$ cat config.mk
export PLATFORM = sky130hd
export DESIGN_NAME = paeth_caller
export DESIGN_NICKNAME = d
export VERILOG_FILES = /design/src/rtl/paeth_caller.sv
export SDC_FILE = /design/constraint.sdc
export NUM_CORES = 1
export LEC_CHECK = 0
export ABC_AREA = 1
export CAP_MARGIN = 20
export CORE_ASPECT_RATIO = 1.5
export CORE_MARGIN = 2
export CORE_UTILIZATION = 45
export CTS_CLUSTER_DIAMETER = 200
export CTS_CLUSTER_SIZE = 24
export DETAILED_ROUTE_END_ITERATION = 16
export DONT_BUFFER_PORTS = 1
export PLACE_DENSITY = 0.65
export SETUP_SLACK_MARGIN = 0.3
export SYNTH_ARGS = -nofsm -noshare
export SYNTH_HDL_FRONTEND = slang
export SYNTH_SLANG_ARGS = --single-unit
export TNS_END_PERCENT = 30
$ cat constraint.sdc
create_clock -name clock -period 4.6 [get_ports clock]
set_input_delay 0.92 -clock clock [delete_from_list [all_inputs] [get_ports clock]]
set_output_delay 0.92 -clock clock [all_outputs]
set_load 0.1 [all_outputs]
$ cat src/rtl/paeth_caller.sv
// Host-side initiator that sweeps idx over a range of calls to the paeth component and queues the returns.
// Optional running checksum of accepted returndata: define PAETH_CALLER_CHECKSUM_EN.
module paeth_caller #(
   parameter int IDX_W           = 32,
   parameter int DATA_W          = 32,
   parameter int CNT_W           = 16,
   parameter int FIFO_DEPTH      = 8,
   parameter int MAX_OUTSTANDING = 4
) (
   input  logic                                     clock,
   input  logic                                     resetn,
   input  logic                                     cmd_valid,
   output logic                                     cmd_ready,
   input  logic [IDX_W-1:0]                         cmd_base,
   input  logic [CNT_W-1:0]                         cmd_count,
   output logic                                     comp_start,
   input  logic                                     comp_busy,
   output logic [IDX_W-1:0]                         comp_idx,
   input  logic                                     comp_done,
   output logic                                     comp_stall,
   input  logic [DATA_W-1:0]                        comp_returndata,
   output logic                                     res_valid,
   input  logic                                     res_ready,
   output logic [DATA_W-1:0]                        res_data,
   output logic                                     sweep_done,
   output logic [$clog2(MAX_OUTSTANDING+1)-1:0]     outstanding,
   output logic [DATA_W-1:0]                        checksum,
   output logic                                     err_unexpected
);

   localparam int OW = $clog2(MAX_OUTSTANDING + 1);
   localparam int AW = $clog2(FIFO_DEPTH);
   localparam int CW = AW + 1;

   localparam logic [1:0] S_IDLE   = 2'd0;
   localparam logic [1:0] S_ISSUE  = 2'd1;
   localparam logic [1:0] S_DRAIN  = 2'd2;
   localparam logic [1:0] S_FINISH = 2'd3;

   localparam logic [OW-1:0] MAX_O  = OW'(MAX_OUTSTANDING);
   localparam logic [CW-1:0] FULL_C = CW'(FIFO_DEPTH);

   logic [1:0]        state, state_nxt;
   logic [CNT_W-1:0]  remaining, remaining_nxt;
   logic [OW-1:0]     outstanding_nxt;
   logic [CW-1:0]     fifo_cnt, fifo_cnt_nxt;
   logic [AW-1:0]     wr_ptr, rd_ptr;
   logic [DATA_W-1:0] mem [FIFO_DEPTH];

   logic cmd_acc, call_acc, ret_acc, push, pop, start_nxt;

   assign cmd_ready  = (state == S_IDLE);
   assign cmd_acc    = cmd_valid && cmd_ready;
   assign call_acc   = comp_start && !comp_busy;
   assign comp_stall = (fifo_cnt == FULL_C);
   assign ret_acc    = comp_done && !comp_stall;
   // A return with nothing in flight is dropped rather than queued.
   assign push       = ret_acc && (outstanding != '0);
   assign res_valid  = (fifo_cnt != '0);
   assign pop        = res_valid && res_ready;
   assign res_data   = mem[rd_ptr];
   assign sweep_done = (state == S_FINISH);

   always_comb begin
      state_nxt     = state;
      remaining_nxt = remaining;
      case (state)
         S_IDLE: begin
            if (cmd_valid) begin
               remaining_nxt = cmd_count;
               state_nxt     = (cmd_count == '0) ? S_FINISH : S_ISSUE;
            end
         end
         S_ISSUE: begin
            if (call_acc) begin
               remaining_nxt = remaining - CNT_W'(1);
               if (remaining == CNT_W'(1)) state_nxt = S_DRAIN;
            end
         end
         S_DRAIN: begin
            if (outstanding == '0) state_nxt = S_FINISH;
         end
         default: state_nxt = S_IDLE;
      endcase
   end

   always_comb begin
      outstanding_nxt = outstanding;
      case ({call_acc, push})
         2'b10:   outstanding_nxt = outstanding + OW'(1);
         2'b01:   outstanding_nxt = outstanding - OW'(1);
         default: outstanding_nxt = outstanding;
      endcase
      fifo_cnt_nxt = fifo_cnt;
      case ({push, pop})
         2'b10:   fifo_cnt_nxt = fifo_cnt + CW'(1);
         2'b01:   fifo_cnt_nxt = fifo_cnt - CW'(1);
         default: fifo_cnt_nxt = fifo_cnt;
      endcase
   end

   // Credits are evaluated on next-cycle state so comp_start can stay registered at 1 call/clock.
   // A stalled call is held; returns only lower outstanding+fifo_cnt, so its credit stays valid.
   always_comb begin
      start_nxt = 1'b0;
      if (comp_start && comp_busy) begin
         start_nxt = 1'b1;
      end else if ((state_nxt == S_ISSUE) && (remaining_nxt != '0) &&
                   (outstanding_nxt < MAX_O) &&
                   (int'(outstanding_nxt) + int'(fifo_cnt_nxt) < FIFO_DEPTH)) begin
         start_nxt = 1'b1;
      end
   end

   always_ff @(posedge clock) begin
      if (!resetn) begin
         state          <= S_IDLE;
         remaining      <= '0;
         comp_start     <= 1'b0;
         comp_idx       <= '0;
         outstanding    <= '0;
         fifo_cnt       <= '0;
         wr_ptr         <= '0;
         rd_ptr         <= '0;
         err_unexpected <= 1'b0;
      end else begin
         state       <= state_nxt;
         remaining   <= remaining_nxt;
         comp_start  <= start_nxt;
         outstanding <= outstanding_nxt;
         fifo_cnt    <= fifo_cnt_nxt;
         if (cmd_acc)
            comp_idx <= cmd_base;
         else if (call_acc)
            comp_idx <= comp_idx + IDX_W'(1);
         if (push) wr_ptr <= wr_ptr + AW'(1);
         if (pop)  rd_ptr <= rd_ptr + AW'(1);
         if (ret_acc && (outstanding == '0)) err_unexpected <= 1'b1;
      end
   end

   // Result storage carries no reset; validity is tracked by fifo_cnt alone.
   always_ff @(posedge clock) begin
      if (push) mem[wr_ptr] <= comp_returndata;
   end

`ifdef PAETH_CALLER_CHECKSUM_EN
   function automatic logic [DATA_W-1:0] wrap_add(input logic [DATA_W-1:0] a,
                                                  input logic [DATA_W-1:0] b);
      return a + b;
   endfunction

   always_ff @(posedge clock) begin
      if (!resetn)
         checksum <= '0;
      else if (cmd_acc)
         checksum <= '0;
      else if (push)
         checksum <= wrap_add(checksum, comp_returndata);
   end
`else
   assign checksum = '0;
`endif

endmodule

Word-level counts from Yosys, hierarchy flattened
Memory sizes are Yosys's and may differ from the RTL's. A register that Yosys moved wholly into a read port is not among the register bits.
Cells that the tools add are included.
{"block": "word_totals", "ram_bits": 256, "ff_bits": 65, "n_memories": 1, "wordCells": 69}
{"block": "classes", "reduce_logical": 19, "add_sub_neg": 9, "eq_ne": 10, "order_cmp": 2, "n_mux": 19}
{"name": "mem", "depth": 8, "width": 32, "rd": 1, "rd_clocked_by_memory_dff": 1, "wr": 1, "line_no": "48", "source": "logic [DATA_W-1:0] mem [FIFO_DEPTH];"}
{"op": "32-bit two-way mux", "n": 2}
{"op": "32-bit by 1-bit adder with 32-bit output (second input constant)", "n": 1}
{"op": "16-bit two-way mux", "n": 2}
{"op": "16-bit case mux with 2 select lines", "n": 1}
{"op": "16-bit by 1-bit equality test with 1-bit output (second input constant)", "n": 1}
{"op": "16-bit zero test", "n": 1}
{"op": "16-bit nonzero test", "n": 1}
{"op": "16-bit by 1-bit subtractor with 16-bit output (second input constant)", "n": 1}
{"op": "1-bit logical AND", "n": 10}
{"op": "2-bit two-way mux", "n": 5}
{"op": "3-bit by 1-bit adder with 3-bit output (second input constant)", "n": 3}
{"op": "2-bit by 1-bit equality test with 1-bit output (second input constant)", "n": 4}
{"op": "2-bit equality test (second input constant)", "n": 4}
{"op": "4-bit case mux with 2 select lines", "n": 1}
{"op": "3-bit two-way mux", "n": 2}
{"op": "2-bit case mux with 3 select lines", "n": 1}
{"op": "3-bit case mux with 2 select lines", "n": 1}
{"op": "3-bit by 4-bit adder with 5-bit output", "n": 1}
{"op": "5-bit by 4-bit less-than comparator with 1-bit output (second input constant)", "n": 1}
{"op": "4-bit by 1-bit adder with 4-bit output (second input constant)", "n": 1}
{"op": "4-bit equality test (second input constant)", "n": 1}
{"op": "1-bit two-way mux", "n": 4}
{"op": "4-bit nonzero test", "n": 1}
{"op": "4-bit by 1-bit subtractor with 4-bit output (second input constant)", "n": 1}
{"op": "other kinds (7)", "n": 8}

Logic depth before layout (Yosys ltp)
Gate-level depths: netlist of run 1.
{"block": "logic_depth", "ltp_word": 11, "depth_mapped": 17}

Worst setup path after synthesis of run 1
No wires, ideal clock.
{"block": "synth_timing", "kind": "reg-to-output", "start": "register with a tool-made name", "end": "output port res_data[30]", "required_ps": 3680, "slack_ps": 864, "stages_incl_launch_ff": 8, "t_arrival_ps": 2816, "n_path_buf": 3, "path_cell_list": "dfxtp_1 buf_2 buf_2 clkbuf_1 nor2_1 nor2_1 o21ai_0 a31oi_1"}
{"element": "to (decl)", "line_no": "24", "source": "output logic [DATA_W-1:0] res_data,"}

==> impl_results.md, run 1 <==
* Hold Vio Cnt, Final at 0
* Initial Utilization at about 46%
* P_int at ~5 mW
* Dpl hpwl at 21.9 mm
* Startpoint Class: flop
* Cell count after placement at 1858
* Netlist cell types at 55
* Switching share of power at roughly 47%
* Register bit total from synthesis at approximately 320
* Initial antenna violation count at 0
* Arrival @ worst endpoint at roughly 3.0 ns
* Largest family of logic cells by synthesized area: simple AND/OR/NAND/NOR gates
* First-pass iteration count of the detailed router at 5
* Vias in the first global route at just over 10k
* Switching power at 4.43 mW
* Clk slew on worst S/H paths at ~0.1 ns
* Finish-stage setup viols at 0
* Die area at 33900 um^2
* Area taken by multi-input logic gates at ~5000 um^2
* Slew @ Worst Pin at 1.17 ns
* Peak supply drop at about 0.42 mV
* Share of post-route cells with drive strength above 1 at a little under an eighth
* CTS sink count at roughly 320
* Layout area overhead at 9.28%
* Pre-CTS WS at 1.19 ns
* Via/cell ratio at 5.44
* Async SR Flop Fraction at 0%
* Synth Area in Compound Gates at approximately 13%
* Avg Cell Area, Syn at approximately 10 um^2
* Main flop type after synthesis: edfxtp_1
* Worst Setup Slack, final at between 0.7 and 0.8 ns
* Syn Inst Count at 1447
* Post-Syn Area at roughly 15000 um^2
* Synth warn at 0
* Drt total wl at roughly 34 mm
* Core box area at roughly 32000 um^2
* EDFF count, synth at 256
* Via Count at 10.3k
* Fin cells at ~1.9k
* Total GRT Usage at between 20 and 25%
* CTS Hold Buffers Added at 0
* Critical Path Sink Type: output pin
* Min cycle time layout at ~3.9 ns
* Clk Latency, worst-skew pair at 0.52 ns
* Max H-tree Level at 1
* Die Ht at approximately 220 um
* Adder-cell area share of the yosys netlist at under 10%
* Final Max Slew Viols at 0
* CTS resizes at 0
* IO Port Bufs at 0
* Hold path start: rd_ptr[2]
* Slew HR at between 20% and 30%
* Skew final at 0.0234 ns
* TritonCTS Buffers at 17
* Ports at about 190
* Row count at 80
* Xor/xnor share of the synthesized area at less than 1%
* DR iter-0 viols at between 500 and 600
* CTS max path bufs at 3
* Clock power share at 17.0%
* Critical path class: flop to output pin
* Mux cell area share after synthesis at 0.0686%
* Total gr overflow at 0
* CTS tree: yes
* RSZ-0062 raised after global routing: false
* Crit-path max FO at 84
* Drt wl/cell at approximately 18 um
* Leakage at approximately 5.6 nW
* Simple-gate portion of the synthesized area at 17.2%
* Post-CTS setup buffer count at 0
* Largest net degree at the start of global routing at 85
* Comb power frac at between 40% and 50%
* Register Area at a little over 9000 um^2
* Power Dens Cells at between 500 and 600 nW/um^2
* FILL cells at ~2.9k
* Type of the worst min-delay path: flop to flop
* ANT cells at 0
* Residual DRC count at 0
* GPL Wtd Cong at just under 0.9
* Worst endpoint required time at between 3 and 4 ns
* Sequential fraction of the synthesis area at between 60% and 70%
* Chip Width at 151 um
* R2R Path Start: outstanding[2]
* Crit share post-route at between 80% and 90%
* R2R cell count at 18
* Root Driver: clkbuf_16
* Worst hold path stage count at 2
* First-pass GRT wire length at 53.0 mm
* Remaining antenna violation count at 0
* Status: finished clean
* Final #Nets at between 1.5k and 2k
* Max Cap Violations at 0
* Reg power frac at approximately two fifths
* Fmax at about 0.26 GHz
* Total negative slack at 0 ns
-- through the flow --
step                hold WS [ns]  util (%)  power (mW)  instance area (um^2)
global route               0.468      50.1        9.88                 15900
detailed placement         0.458      48.5        7.92                 15500
CTS                        0.471      50.1        9.51                 15900
finish                     0.476      50.1        9.43                 15900
floorplan                  0.433         -        6.95                 14700
global placement           0.447      48.5        7.87                 15500
-- layout make-up --
cell class / count / area share [%]
clock buffers: 28 / 2.93
clock inverters: 1 / 0.102
inverters: 92 / 2.18
multi-input cells: 963 / 31.5
flip-flops and latches: 324 / 56.8
well taps: 410 / 3.22
repair buffers: 69 / 3.25
-- path summary, 6_finish.rpt --
check | end | slack, ns
worst max-delay path | res_data[15] | 0.73
worst min-delay path | flop | 0.48
worst max register to register | comp_start | 1.16
worst min register to register | flop | 0.48
-- Yosys cell counts (3+ instances only) --
cell type | count | share of area, %
nor2_1 | 317 | 8.2
edfxtp_1 | 256 | 53
o21ai_0 | 154 | 5.3
nand2_1 | 147 | 3.8
inv_1 | 81 | 2.1
dfxtp_1 | 68 | 9.3
a21oi_1 | 48 | 1.6
clkbuf_1 | 47 | 1.2
nand3_1 | 43 | 1.5
a31oi_1 | 37 | 1.6
buf_4 | 33 | 1.7
o22ai_1 | 32 | 1.4
nor3_1 | 20 | 0.69
nand4_1 | 17 | 0.73
buf_2 | 12 | 0.41
ha_1 | 11 | 0.94
nand2_2 | 10 | 0.43
o211ai_1 | 10 | 0.51
xor2_1 | 10 | 0.60
a22oi_1 | 9 | 0.46
inv_2 | 8 | 0.21
nor2_4 | 8 | 0.62
a211oi_1 | 6 | 0.31
o21ai_1 | 6 | 0.21
nor2_2 | 5 | 0.21
a311oi_1 | 4 | 0.24
buf_1 | 4 | 0.10
nor4_1 | 4 | 0.17
o311ai_0 | 3 | 0.18
xnor2_1 | 3 | 0.18
-- routing by layer --
layer / GRT usage, % / share of wire, % / vias up
met5: 0 / 0 / -
met4: 6.57 / 2.7 / 0
met3: 3.49 / 5.9 / 51
met2: 37.0 / 53 / 294
met1: 23.2 / 38 / 4900
li1: - / - / 5015
-- power groups by stage --
stage / combinational [mW] / clock [mW] / sequential [mW]
after floorplan: 3.18 / 0 / 3.77
after global placement: 4.16 / 0 / 3.70
after detailed placement: 4.21 / 0 / 3.71
after CTS: 4.21 / 1.65 / 3.64
after global routing: 4.46 / 1.75 / 3.67
final: 4.18 / 1.61 / 3.64
-- critical path, cell delays in order, from the launching register on --
cell and delay [ns]:
dfxtp_4 0.93, buf_4 0.55, o21ai_0 0.17, o22ai_1 0.21
nor2_1 0.08, a31oi_2 0.17, buf_4 0.31
-- state kept, by name, summed over array words and instances, names as in the netlist, 2 cells and up, named ones only --
name	flops
state	2
mem	256
remaining	16
wr_ptr	3
fifo_cnt	4
comp_idx	32
outstanding	3
rd_ptr	3
-- cell families (layout without fill, tap and decap cells) --
group                    count (synthesis)  count (layout)
AND/OR/NAND/NOR                        584             584
flip-flops                             324             324
AO/OA/AOI/OAI                          320             320
buffers and inverters                  191             190
adder cells (fa/ha/maj)                 13              13
XOR/XNOR                                13              13
other                                    1              32
multiplexers                             1               1
-- placed cells by master, fill, tap and decap left out, types with 6 or more instances in the layout --
| cell | Yosys | final |
|---|---|---|
| o21ai_0 | 154 | 154 |
| ha_1 | 11 | 11 |
| clkbuf_1 | 47 | 11 |
| nor2_4 | 8 | 16 |
| nand2_1 | 147 | 147 |
| inv_1 | 81 | 80 |
| a211oi_1 | 6 | 6 |
| clkbuf_16 | 0 | 17 |
| nor3_1 | 20 | 20 |
| a21oi_1 | 48 | 48 |
| buf_4 | 33 | 69 |
| edfxtp_1 | 256 | 256 |
| dfxtp_1 | 68 | 66 |
| inv_2 | 8 | 10 |
| xor2_1 | 10 | 10 |
| o211ai_1 | 10 | 10 |
| nand2_2 | 10 | 10 |
| nor2_1 | 317 | 309 |
| o22ai_1 | 32 | 32 |
| a22oi_1 | 9 | 9 |
| a31oi_2 | 0 | 32 |
| conb_1 | 1 | 32 |
| nand3_1 | 43 | 43 |
| nand4_1 | 17 | 17 |
| o21ai_1 | 6 | 6 |
No activity file was read; power rests on OpenSTA's default activity.
==> run 2, diff against run 1 <==
==> constraint.sdc (replaced) <==
create_clock -name clock -period 3.67 [get_ports clock]
set_input_delay 0.734 -clock clock [delete_from_list [all_inputs] [get_ports clock]]
set_output_delay 0.734 -clock clock [all_outputs]
set_load 0.1 [all_outputs]
==> impl_results.md, run 2 (synthesis results as in run 1) <==
* TritonCTS Buffers at 17
* Clk slew on worst S/H paths at ~0.10 ns
* Largest net degree at the start of global routing at 129
* FILL cells at a little under 3k
* Startpoint Class: flop
* Die Ht at between 200 and 250 um
* Area taken by multi-input logic gates at around 5000 um^2
* ANT cells at 0
* Max H-tree Level at 1
* CTS sink count at 324
* Initial Utilization at 45.8%
* Largest Register: mem
* Comb power frac at 46.6%
* Worst hold path stage count at 0
* Type of the worst min-delay path: input pin to flop
* P_int at 6.33 mW
* Share of post-route cells with drive strength above 1 at a little over an eighth
* Via/cell ratio at 5.46
* Critical path class: flop to output pin
* Clk Latency, worst-skew pair at around 0.5 ns
* Residual DRC count at 0
* Leakage at slightly below 6 nW
* Remaining antenna violation count at 0
* Critical Path Sink Type: output pin
* Min cycle time layout at around 3.2 ns
* Crit-path max FO at 32
* Arrival @ worst endpoint at 2.46 ns
* Most common library cell in the layout ignoring fill and taps: nor2_1
* Total GRT Usage at approximately a fifth
* Crit share post-route at between 80 and 90%
* Biggest regs: mem (256), comp_idx (32), remaining (16)
* Peak supply drop at about 0.57 mV
* Core box area at around 32000 um^2
* WHS Endpoint: mem[5][11]
* RR Endpoint: comp_start
* GPL Wtd Cong at about 0.87
* Flop-to-flop setup slack at 0.62 ns
* Switching share of power at between 40% and 50%
* Worst endpoint required time at 2.94 ns
* Reg power frac at approximately 37%
* Chip Width at ~150 um
* Placed Area at 15600 um^2
* Hold Vio Cnt, Final at 0
* First-pass GRT wire length at between 50 and 60 mm
* DR iter-0 viols at between 500 and 600
* Most frequent cells in the layout: nor2_1, edfxtp_1, o21ai_0, nand2_1, buf_4
* CTS tree: yes
* Fin cells at 1907
* IO Port Bufs at 0
* Row count at 80
* Design Area, Final at 16100 um^2
* Total negative slack at 0 ns
* Drt total wl at 34.3 mm
* CTS max path bufs at 3
* Switching power at roughly 5.6 mW
* Ports at roughly 190
* Die area at roughly 34000 um^2
* Dpl hpwl at about 21 mm
* Hold path start: comp_returndata[11]
* Fmax at between 0.3 and 0.4 GHz
* Vias in the first global route at around 10k
* Clock power share at 16.9%
* Power Dens Cells at between 700 and 800 nW/um^2
* Skew final at around 0.02 ns
* Register Area at ~9000 um^2
* Initial antenna violation count at 0
* Status: finished clean
* Root Driver: clkbuf_16
* Drt wl/cell at around 18 um
* Min Hold Slack at around 0.32 ns
* R2R cell count at 17
* Via Count at approximately 10k
* First-pass iteration count of the detailed router at 5
* Slew @ Worst Pin at between 1 and 1.5 ns
* RSZ-0062 raised after global routing: true
* R2R Path Start: fifo_cnt[0]
* Final #Nets at between 1.5k and 2k
* Layout area overhead at 10.7%
* Cell count after placement at around 1.9k
* Slew HR at between 20% and 30%
* Max Cap Violations at 0
* Total gr overflow at 0
* Finish-stage setup viols at 0
* Largest register FFs at about 260
* Final Max Slew Viols at 0
-- run 2: metal layers --
layer  GRT usage [%]  vias to the layer above  share of wire (%)
met1            22.3                     5039                 39
li1                -                     5056                  -
met3            4.14                       50                6.2
met2            37.6                      270                 53
met5               0                        -                  0
met4            5.46                        0                2.2
-- run 2: how the worst max path moves through the flow --
stage | startpoint | to | slack (ns) | cells past startpoint
final | flop | res_data[26] | 0.48 | 7
after global routing | fifo_cnt[0] | comp_start | 0.26 | 17
after CTS | flop | res_data[8] | 0.36 | 6
after detailed placement | fifo_cnt[0] | comp_start | 0.50 | 16
after global placement | comp_done | comp_start | 0.56 | 15
after floorplan | outstanding[0] | mem[0][0] | 0.24 | 6
-- run 2: metrics by stage --
step	worst slack, ns	utilization (%)	power (mW)
after floorplan	0.238	-	8.83
final	0.479	50.7	11.9
after global routing	0.259	50.7	12.5
after CTS	0.363	50.7	12.0
after detailed placement	0.503	49.1	9.99
after global placement	0.564	49.1	9.93
-- run 2: power groups by stage --
stage / Combinational [mW] / Clock (mW) / Sequential [mW]
3_3_place_gp: 5.51 / 0 / 4.42
4_1_cts: 5.58 / 2.08 / 4.34
2_1_floorplan: 4.10 / 0 / 4.73
5_1_grt: 5.92 / 2.19 / 4.36
3_5_place_dp: 5.56 / 0 / 4.42
6_report: 5.55 / 2.01 / 4.34
-- run 2: cell type report --
class | count | area share, %
flip-flops and latches | 324 | 56.1
multi-input cells | 963 | 31.2
repair buffers | 89 | 4.40
well taps | 410 | 3.18
clock buffers | 28 | 2.89
inverters | 92 | 2.16
clock inverters | 1 | 0.101
-- run 2: worst max-delay path, cell delays in order (launching register included) --
cell	delay [ns]
dfxtp_4	0.37
clkinv_2	0.29
buf_4	0.38
o21ai_0	0.12
o22ai_1	0.16
nor2_1	0.07
a31oi_2	0.21
buf_4	0.33
-- run 2: what timing repair did --
item / CTS / global route
resized for setup: 0 / 3
hold buffers: 0 / 0
setup buffers: 0 / 1
endpoints found under the setup margin: 0 / 8
